==> src/rtl/sram_bus_arbiter_pkg.sv <==
// Shared definitions for the SRAM bus arbiter: size encodings, channel ids,
// grant-lock state and small index helpers.
package sram_bus_arbiter_pkg;

    localparam logic [1:0] SIZE_B = 2'd0;
    localparam logic [1:0] SIZE_H = 2'd1;
    localparam logic [1:0] SIZE_W = 2'd2;

    localparam int CH_INST = 0;
    localparam int CH_DATA = 1;

    typedef enum logic {
        GRANT_FREE,
        GRANT_LOCKED
    } lock_state_e;

    // A single channel still needs a one-bit tag.
    function automatic int ch_id_width(input int num_ch);
        return (num_ch > 1) ? $clog2(num_ch) : 1;
    endfunction

    function automatic int next_ch(input int cur, input int num_ch);
        return (cur + 1 >= num_ch) ? 0 : cur + 1;
    endfunction

endpackage

==> src/rtl/sram_bus_arbiter_resp_tag_fifo.sv <==
// Tag FIFO remembering which channel issued each outstanding request, so
// in-order responses can be routed back to their requester.
module resp_tag_fifo #(
    parameter int DEPTH = 4,
    parameter int TAG_W = 1
) (
    input  logic             clk,
    input  logic             resetn,
    input  logic             push,
    input  logic             pop,
    input  logic [TAG_W-1:0] din,
    output logic [TAG_W-1:0] dout,
    output logic             full,
    output logic             empty
);

    localparam int IDX_W = (DEPTH > 1) ? $clog2(DEPTH) : 1;

    logic [TAG_W-1:0] tags [DEPTH];
    logic [IDX_W:0]   wr_ptr;
    logic [IDX_W:0]   rd_ptr;
    logic             do_push;
    logic             do_pop;

    assign do_push = push & ~full;
    assign do_pop  = pop & ~empty;

    assign empty = (wr_ptr == rd_ptr);
    assign full  = (wr_ptr[IDX_W-1:0] == rd_ptr[IDX_W-1:0]) &&
                   (wr_ptr[IDX_W] != rd_ptr[IDX_W]);
    assign dout  = tags[rd_ptr[IDX_W-1:0]];

    // The top bit flips on every wrap, which separates full from empty.
    always_ff @(posedge clk or negedge resetn) begin
        if (!resetn) begin
            wr_ptr <= '0;
            rd_ptr <= '0;
        end else begin
            if (do_push) begin
                if (wr_ptr[IDX_W-1:0] == IDX_W'(DEPTH - 1))
                    wr_ptr <= {~wr_ptr[IDX_W], {IDX_W{1'b0}}};
                else
                    wr_ptr <= wr_ptr + 1'b1;
            end
            if (do_pop) begin
                if (rd_ptr[IDX_W-1:0] == IDX_W'(DEPTH - 1))
                    rd_ptr <= {~rd_ptr[IDX_W], {IDX_W{1'b0}}};
                else
                    rd_ptr <= rd_ptr + 1'b1;
            end
        end
    end

    always_ff @(posedge clk) begin
        if (do_push)
            tags[wr_ptr[IDX_W-1:0]] <= din;
    end

endmodule

==> src/rtl/sram_bus_arbiter.sv <==
// Round-robin arbiter sharing one SRAM-like request/response bus between
// NUM_CH pipeline memory ports, with in-order response routing.
module sram_bus_arbiter
    import sram_bus_arbiter_pkg::*;
#(
    parameter int NUM_CH          = 2,
    parameter int ADDR_W          = 32,
    parameter int DATA_W          = 32,
    parameter int MAX_OUTSTANDING = 4
) (
    input  logic                         clk,
    input  logic                         resetn,
    input  logic [NUM_CH-1:0]            ch_req,
    input  logic [NUM_CH-1:0]            ch_wr,
    input  logic [2*NUM_CH-1:0]          ch_size,
    input  logic [NUM_CH*(DATA_W/8)-1:0] ch_wstrb,
    input  logic [NUM_CH*ADDR_W-1:0]     ch_addr,
    input  logic [NUM_CH*DATA_W-1:0]     ch_wdata,
    output logic [NUM_CH-1:0]            ch_addr_ok,
    output logic [NUM_CH-1:0]            ch_data_ok,
    output logic [DATA_W-1:0]            ch_rdata,
    output logic                         mem_req,
    output logic                         mem_wr,
    output logic [1:0]                   mem_size,
    output logic [DATA_W/8-1:0]          mem_wstrb,
    output logic [ADDR_W-1:0]            mem_addr,
    output logic [DATA_W-1:0]            mem_wdata,
    input  logic                         mem_addr_ok,
    input  logic                         mem_data_ok,
    input  logic [DATA_W-1:0]            mem_rdata,
    output logic                         proto_err
);

    localparam int CH_ID_W = ch_id_width(NUM_CH);
    localparam int STRB_W  = DATA_W / 8;

    lock_state_e        lock_state;
    logic [CH_ID_W-1:0] lock_ch;
    logic [CH_ID_W-1:0] rr_ptr;
    logic [CH_ID_W-1:0] rr_pick;
    logic [CH_ID_W-1:0] grant;
    logic [CH_ID_W-1:0] head_tag;
    logic               fifo_full;
    logic               fifo_empty;
    logic               accept;
    logic               resp;

    // First requesting channel at or after rr_ptr, wrapping modulo NUM_CH.
    always_comb begin
        logic [CH_ID_W:0] cand;
        logic             found;
        rr_pick = rr_ptr;
        found   = 1'b0;
        cand    = '0;
        for (int k = 0; k < NUM_CH; k++) begin
            cand = {1'b0, rr_ptr} + (CH_ID_W+1)'(k);
            if (cand >= (CH_ID_W+1)'(NUM_CH))
                cand = cand - (CH_ID_W+1)'(NUM_CH);
            if (!found && ch_req[cand[CH_ID_W-1:0]]) begin
                rr_pick = cand[CH_ID_W-1:0];
                found   = 1'b1;
            end
        end
    end

    assign grant   = (lock_state == GRANT_LOCKED) ? lock_ch : rr_pick;
    assign mem_req = (|ch_req) & ~fifo_full;
    assign accept  = mem_req & mem_addr_ok;
    assign resp    = mem_data_ok & ~fifo_empty;

    always_comb begin
        mem_wr    = 1'b0;
        mem_size  = '0;
        mem_wstrb = '0;
        mem_addr  = '0;
        mem_wdata = '0;
        for (int i = 0; i < NUM_CH; i++) begin
            if (grant == CH_ID_W'(i)) begin
                mem_wr    = ch_wr[i];
                mem_size  = ch_size[2*i +: 2];
                mem_wstrb = ch_wstrb[STRB_W*i +: STRB_W];
                mem_addr  = ch_addr[ADDR_W*i +: ADDR_W];
                mem_wdata = ch_wdata[DATA_W*i +: DATA_W];
            end
        end
    end

    always_comb begin
        ch_addr_ok = '0;
        ch_data_ok = '0;
        for (int i = 0; i < NUM_CH; i++) begin
            ch_addr_ok[i] = accept & (grant == CH_ID_W'(i));
            ch_data_ok[i] = resp & (head_tag == CH_ID_W'(i));
        end
    end

    assign ch_rdata = mem_rdata;

    // A stalled request freezes its grant so the downstream sees a stable
    // request; a full FIFO leaves the lock untouched because nothing is accepted.
    always_ff @(posedge clk or negedge resetn) begin
        if (!resetn) begin
            lock_state <= GRANT_FREE;
            lock_ch    <= '0;
            rr_ptr     <= '0;
        end else begin
            case (lock_state)
                GRANT_FREE: begin
                    if (accept) begin
                        rr_ptr <= CH_ID_W'(next_ch(int'(grant), NUM_CH));
                    end else if (mem_req) begin
                        lock_state <= GRANT_LOCKED;
                        lock_ch    <= grant;
                    end
                end
                GRANT_LOCKED: begin
                    if (accept) begin
                        lock_state <= GRANT_FREE;
                        rr_ptr     <= CH_ID_W'(next_ch(int'(grant), NUM_CH));
                    end
                end
                default: lock_state <= GRANT_FREE;
            endcase
        end
    end

    always_ff @(posedge clk or negedge resetn) begin
        if (!resetn)
            proto_err <= 1'b0;
        else if (mem_data_ok && fifo_empty)
            proto_err <= 1'b1;
    end

    resp_tag_fifo #(
        .DEPTH (MAX_OUTSTANDING),
        .TAG_W (CH_ID_W)
    ) u_tag_fifo (
        .clk    (clk),
        .resetn (resetn),
        .push   (accept),
        .pop    (resp),
        .din    (grant),
        .dout   (head_tag),
        .full   (fifo_full),
        .empty  (fifo_empty)
    );

endmodule
==> config.mk <==
export PLATFORM = sky130hd
export DESIGN_NAME = sram_bus_arbiter
export DESIGN_NICKNAME = d
export VERILOG_FILES = /design/src/rtl/sram_bus_arbiter_pkg.sv /design/src/rtl/sram_bus_arbiter_resp_tag_fifo.sv /design/src/rtl/sram_bus_arbiter.sv
export SDC_FILE = /design/constraint.sdc
export NUM_CORES = 1
export LEC_CHECK = 0
export BUFFER_PORTS_ARGS = -buffer_cell sky130_fd_sc_hd__buf_2
export CORE_AREA = 2 2 114 116
export CTS_CLUSTER_SIZE = 10
export DETAILED_ROUTE_END_ITERATION = 10
export DIE_AREA = 0 0 116 118
export REMOVE_ABC_BUFFERS = 1
export SYNTH_ARGS = -nofsm -noshare
export SYNTH_HDL_FRONTEND = slang
export SYNTH_HIERARCHICAL = 1
export SYNTH_SLANG_ARGS = --single-unit
==> constraint.sdc <==
create_clock -name clk -period 2.8 [get_ports clk]
set_clock_uncertainty 0.2 [all_clocks]
set_input_delay 0.42 -clock clk [delete_from_list [all_inputs] [get_ports clk]]
set_output_delay 0.42 -clock clk [all_outputs]
set_load 0.02 [all_outputs]
* After elaboration in Yosys (flattened, before gate mapping)
Memory sizes are Yosys's and may differ from the RTL's. Cells that the tools add are included.
Storage, ports and cells: memories 1, bits in writable memories 4, output and inout port bits 109, register bits after elaboration 10, logic and storage cells 71, bits of input ports 180
Memories:
- u_tag_fifo.tags | depth 4, width 1, rd ports 1, clocked after memory_dff 0, wr ports 1, line sram_bus_arbiter_resp_tag_fifo.sv:19 | logic [TAG_W-1:0] tags [DEPTH];
Cells by class: muxes and demuxes 25, equality and inequality tests 5, bitwise operators 17, reductions and logical operators 6, add/sub/neg operators 6, order comparisons 5
Operator list (number):
- $mux 32 | 2
- $mux 1 | 18
- $and 1x1->1 | 9
- $not 1->1 | 8
- $add 3x1->3 const B | 2
- $mux 3 | 2
- $add 1x1->2 const B | 2
- $eq 2x2->1 const B | 2
- $ge 2x2->1 const B | 2
- $lt 1x2->1 const B | 2
- $mux 4 | 1
- $eq 3x3->1 | 1
- $logic_and 1x1->1 | 3
- $reduce_and 3->1 | 1
- $eq 2x2->1 | 1
- $ge 1x2->1 const B | 1
- $mux 2 | 1
- $pmux 1 s2 | 1
- $reduce_or 2->1 | 1
- $sub 1x1->1 const B | 2
- $logic_not 1->1 | 1
- $ne 1x1->1 | 1

* Logic depth before layout (Yosys ltp)
depth in word-level cells 13, gate-level depth with buffers 9, mapped depth without buffers 9

* Hierarchy
The synthesis kept the hierarchy.
Modules (own cells, without submodules):
- sram_bus_arbiter | seq. area each 100.1 µm², cells an instance 398, area each 2741.4 µm², instances 1
- resp_tag_fifo | seq. area each 270.3 µm², cells an instance 57, area each 666.9 µm², instances 1

* Worst setup path after synthesis
No wires, ideal clock.
path kind reg2out, start point reg u_tag_fifo.wr_ptr[1], end point out ch_addr_ok[1], data required time 2180 ps, buffers on the path 0, slack 597 ps, stages on the path, launching flop included 7, arrival time 1583 ps, cells stage by stage dfrtp_1 > xnor2_2 > nand3_2 > inv_1 > o21ba_2 > nand2_1 > o21ba_1
Between the ends: cells in the longest elaborated chain, start to end 6
Ends and longest elaborated chain:
- start, declared | line sram_bus_arbiter_resp_tag_fifo.sv:20 | logic [IDX_W:0] wr_ptr;
- start signal, assigned | line sram_bus_arbiter_resp_tag_fifo.sv:41 | wr_ptr <= {~wr_ptr[IDX_W], {IDX_W{1'b0}}};
- start signal, assigned | line sram_bus_arbiter_resp_tag_fifo.sv:43 | wr_ptr <= wr_ptr + 1'b1;
- $eq 2x2->1 | line sram_bus_arbiter_resp_tag_fifo.sv:29 | assign full = (wr_ptr[IDX_W-1:0] == rd_ptr[IDX_W-1:0]) &&
- $logic_and 1x1->1 | line sram_bus_arbiter_resp_tag_fifo.sv:29
- net fifo_full | line sram_bus_arbiter.sv:43 | logic fifo_full;
- $not 1->1 | line sram_bus_arbiter.sv:67 | assign mem_req = (|ch_req) & ~fifo_full;
- $and 1x1->1 | line sram_bus_arbiter.sv:67
- net mem_req | line sram_bus_arbiter.sv:22 | output logic mem_req,
- $and 1x1->1 | line sram_bus_arbiter.sv:68 | assign accept = mem_req & mem_addr_ok;
- $and 1x1->1 | line sram_bus_arbiter.sv:92 | ch_addr_ok[i] = accept & (grant == CH_ID_W'(i));
- end, declared | line sram_bus_arbiter.sv:19 | output logic [NUM_CH-1:0] ch_addr_ok,
The timed path passes the listed nets, and every way through them passes these cells.

* Worst setup path in the final report
start point reg u_tag_fifo.wr_ptr[0], end point out ch_addr_ok[1]
Between the ends: cells in the longest elaborated chain, start to end 6
Ends and longest elaborated chain (line):
- $eq 2x2->1 | sram_bus_arbiter_resp_tag_fifo.sv:29
- $logic_and 1x1->1 | sram_bus_arbiter_resp_tag_fifo.sv:29
- net fifo_full | sram_bus_arbiter.sv:43
- $not 1->1 | sram_bus_arbiter.sv:67
- $and 1x1->1 | sram_bus_arbiter.sv:67
- $and 1x1->1 | sram_bus_arbiter.sv:68
- $and 1x1->1 | sram_bus_arbiter.sv:92
The timed path passes the listed nets, and every way through them passes these cells.

==> flow_summary.json <==
{
  "ys_ff_latch": 14,
  "insertion_delay_ns": 0.24,
  "place_ws_ns": 0.292,
  "seq_area_frac_synth_pct": 10.9,
  "antenna_found_initial": 0,
  "first_iter_violations": 270,
  "cts.htree.levels": 1,
  "core_um2": 12400,
  "viasPerCell": 5.45,
  "setup_viol": 0,
  "clk_path_buf_depth": 2,
  "power_mw": 5.05,
  "ant_nets": 0,
  "clk_pin_slew_ns": 0.05,
  "die-height_um": 118,
  "dp.cells": 777,
  "yosys.area_share.adder_pct": 1.84,
  "synthCells": 455,
  "ys.flop_type": "dfrtp_1",
  "ir_worst_vdd_v": 0.000521,
  "syn2layout_area_growth_pct": 31.3,
  "dieArea_um2": 13700,
  "drive_gt1_share_pct": 51.8,
  "hold_violations": 0,
  "synth_edf_count": 4,
  "drv_slew": 0,
  "worstSetupStartpointType": "flip-flop",
  "initial_core_util_pct": 27.5,
  "rsz0062_at_grt": "false",
  "fin_ws_ns": 0.173,
  "async_flop_share_pct": 71.4,
  "wire_per_inst_um": 17.5,
  "synthMuxAreaShare_pct": 1.06,
  "drt_wl_total_um": 13700,
  "grt_max_degree": 73,
  "fmax_mhz": 381,
  "grt_pass1_vias": 4013,
  "cts_root_buffer": "clkbuf_16",
  "yosys.area_share.xor_xnor_pct": 2.20,
  "drc": 0,
  "cts_tree": "built",
  "n_fill_cell": 1336,
  "place.gp.congestion": 0.808,
  "endpoint_kind": "output pin",
  "synth_compound_area_share_pct": 46.9,
  "die_x_um": 116,
  "cp_max_fo": 8,
  "finalSetupTns_ns": 0,
  "fin_cells": 782,
  "period_needed_ns": 2.63,
  "slew_headroom_pct": 44.9,
  "synth_area_um2": 3410,
  "cts_sinks": 14,
  "grt_overflow": 0,
  "synthTopCellsByArea": "o211ai_2, o2111ai_1, nand2_1, dfrtp_1, buf_4",
  "ios": 289,
  "drt_first_pass_iters": 7,
  "grt_pass1_wl_um": 21000,
  "pwr_density_cell_nw_per_um2": 1130,
  "num_rows": 41,
  "grt_util_all_layers_pct": 18.8,
  "io_buffers": 224,
  "p_leak_nw": 2.16,
  "synthSimpleGateAreaFrac_pct": 21.5,
  "synth_top_family_by_area": "compound AO/OA/AOI/OAI gates",
  "cp_data_arrival_time_ns": 2.01,
  "min_period_over_period_pct": 93.8,
  "numCtsBuffers": 3,
  "yosysUniqueCellTypes": 45,
  "nNetsFinal": 796,
  "hold_slack_ns": 0.193,
  "dp_hpwl_um": 10100,
  "yosysTopAreaCellShare_pct": 22.0,
  "via_count": 4264,
  "num_antenna_cells": 0,
  "max_slew.worst_pin.slew_ns": 0.826,
  "drv_cap": 0,
  "ys.warnings.count": 6,
  "synth_area_per_cell_um2": 7.49,
  "critical_path_class": "reg2out",
  "synth_top_area_cell": "o211ai_2",
  "status": "finished, final reports clean",
  "cp.required_ns": 2.18,
  "min_path_type": "in2reg"
}
state kept, by name (all words and copies together) (netlist names), named ones only:
name               cells
u_tag_fifo/tags        4
u_tag_fifo/rd_ptr      3
u_tag_fifo/wr_ptr      3
lock_ch                1
proto_err              1
rr_ptr                 1
metrics by stage:
step	area, um^2	util [%]
global placement	4360	35.1
floorplan	2900	-
global route	4470	36.0
CTS	4450	35.9
finish	4470	36.0
detailed placement	4360	35.1
critical path, cell delays in order (launching register included):
cell and delay, ns:
dfrtp_1 0.50, xnor2_4 0.37, nand3_2 0.17, inv_1 0.09
o21ba_2 0.19, nand2_1 0.12, o21ba_1 0.17, buf_2 0.16
layout by cell type (no fill, tap or decap), types with 3 or more instances in the layout:
| cell type | netlist | routed |
|---|---|---|
| o21ai_0 | 4 | 4 |
| dfrtp_1 | 10 | 9 |
| a21oi_1 | 4 | 4 |
| clkbuf_16 | 0 | 3 |
| o211ai_2 | 60 | 60 |
| nand2_1 | 148 | 147 |
| ha_1 | 5 | 5 |
| buf_4 | 32 | 11 |
| buf_2 | 3 | 224 |
| o211ai_1 | 11 | 11 |
| o2111ai_1 | 71 | 71 |
| edfxtp_1 | 4 | 4 |
| inv_1 | 6 | 6 |
| and3_1 | 4 | 4 |
path summary, 6_finish.rpt:
check                                                 start  depth (start not counted)                               end  slack, ns
setup / recovery           u_tag_fifo/wr_ptr[0]$_DFFE_PN0P_                          7                     ch_addr_ok[1]       0.17
min in group asynchronous                            resetn                          2  u_tag_fifo/rd_ptr[1]$_DFFE_PN0P_       0.38
max in group asynchronous                            resetn                          2                rr_ptr$_DFFE_PN0P_       1.80
setup reg to reg           u_tag_fifo/wr_ptr[1]$_DFFE_PN0P_                          8      u_tag_fifo/tags[3]$_DFFE_PP_       0.41
hold reg to reg                       proto_err$_DFFE_PN0P_                          1             proto_err$_DFFE_PN0P_       0.25
hold / removal                                  mem_data_ok                          2             proto_err$_DFFE_PN0P_       0.19
what timing repair did:
item | 4_1_cts | 5_1_grt
resized for setup | 0 | 2
endpoints found under the hold margin | 10 | 0
hold buffers | 1 | 0
setup endpoints to repair | 0 | 1
buffers inserted | 0 | 0
Yosys cell counts (all sizes together), types with 3 or more instances:
cell     number
and3          4
o21ai         4
buf          43
xnor2         3
nor3          3
o2111ai      71
xor2          3
nand2       148
dfrtp        10
nor2b         3
a21oi         4
a31oi         3
clkbuf       43
ha            5
a21o          3
nand2b        3
inv           7
edfxtp        4
o211ai       71
layer usage:
layer	part of all wire (%)	up-vias	global-route usage [%]
li1	-	2006	-
met1	42	2023	24.3
met2	47	225	29.8
met3	11	8	7.47
met4	0.44	2	2.31
met5	0.56	-	4.31
kinds of logic (layout without fill, tap and decap cells):
kind of cell    after synthesis  count (layout)
compound gates              161             161
mux                           2               2
buf+inv                      93             248
flops                        14              14
fa+ha+maj                     5               5
xor+xnor                      6               6
simple gates                174             174
power breakdown:
part	switching (mW)	total, mW	internal [mW]
clock	0.0830	0.272	0.189
sequential	0.124	0.436	0.312
combinational	2.83	4.35	1.52
total	3.04	5.05	2.02
layout make-up:
class / count / area (um^2) / area share (%)
Sequential cell: 14 / 372 / 8.31
Timing Repair Buffer: 237 / 1230 / 27.6
Clock inverter: 1 / 3.75 / 0.0839
Multi-Input combinational cell: 348 / 2550 / 57.0
Tap cell: 172 / 215 / 4.81
Clock buffer: 3 / 75.1 / 1.68
Inverter: 7 / 26.3 / 0.587
No activity file was read; power rests on OpenSTA's default activity.
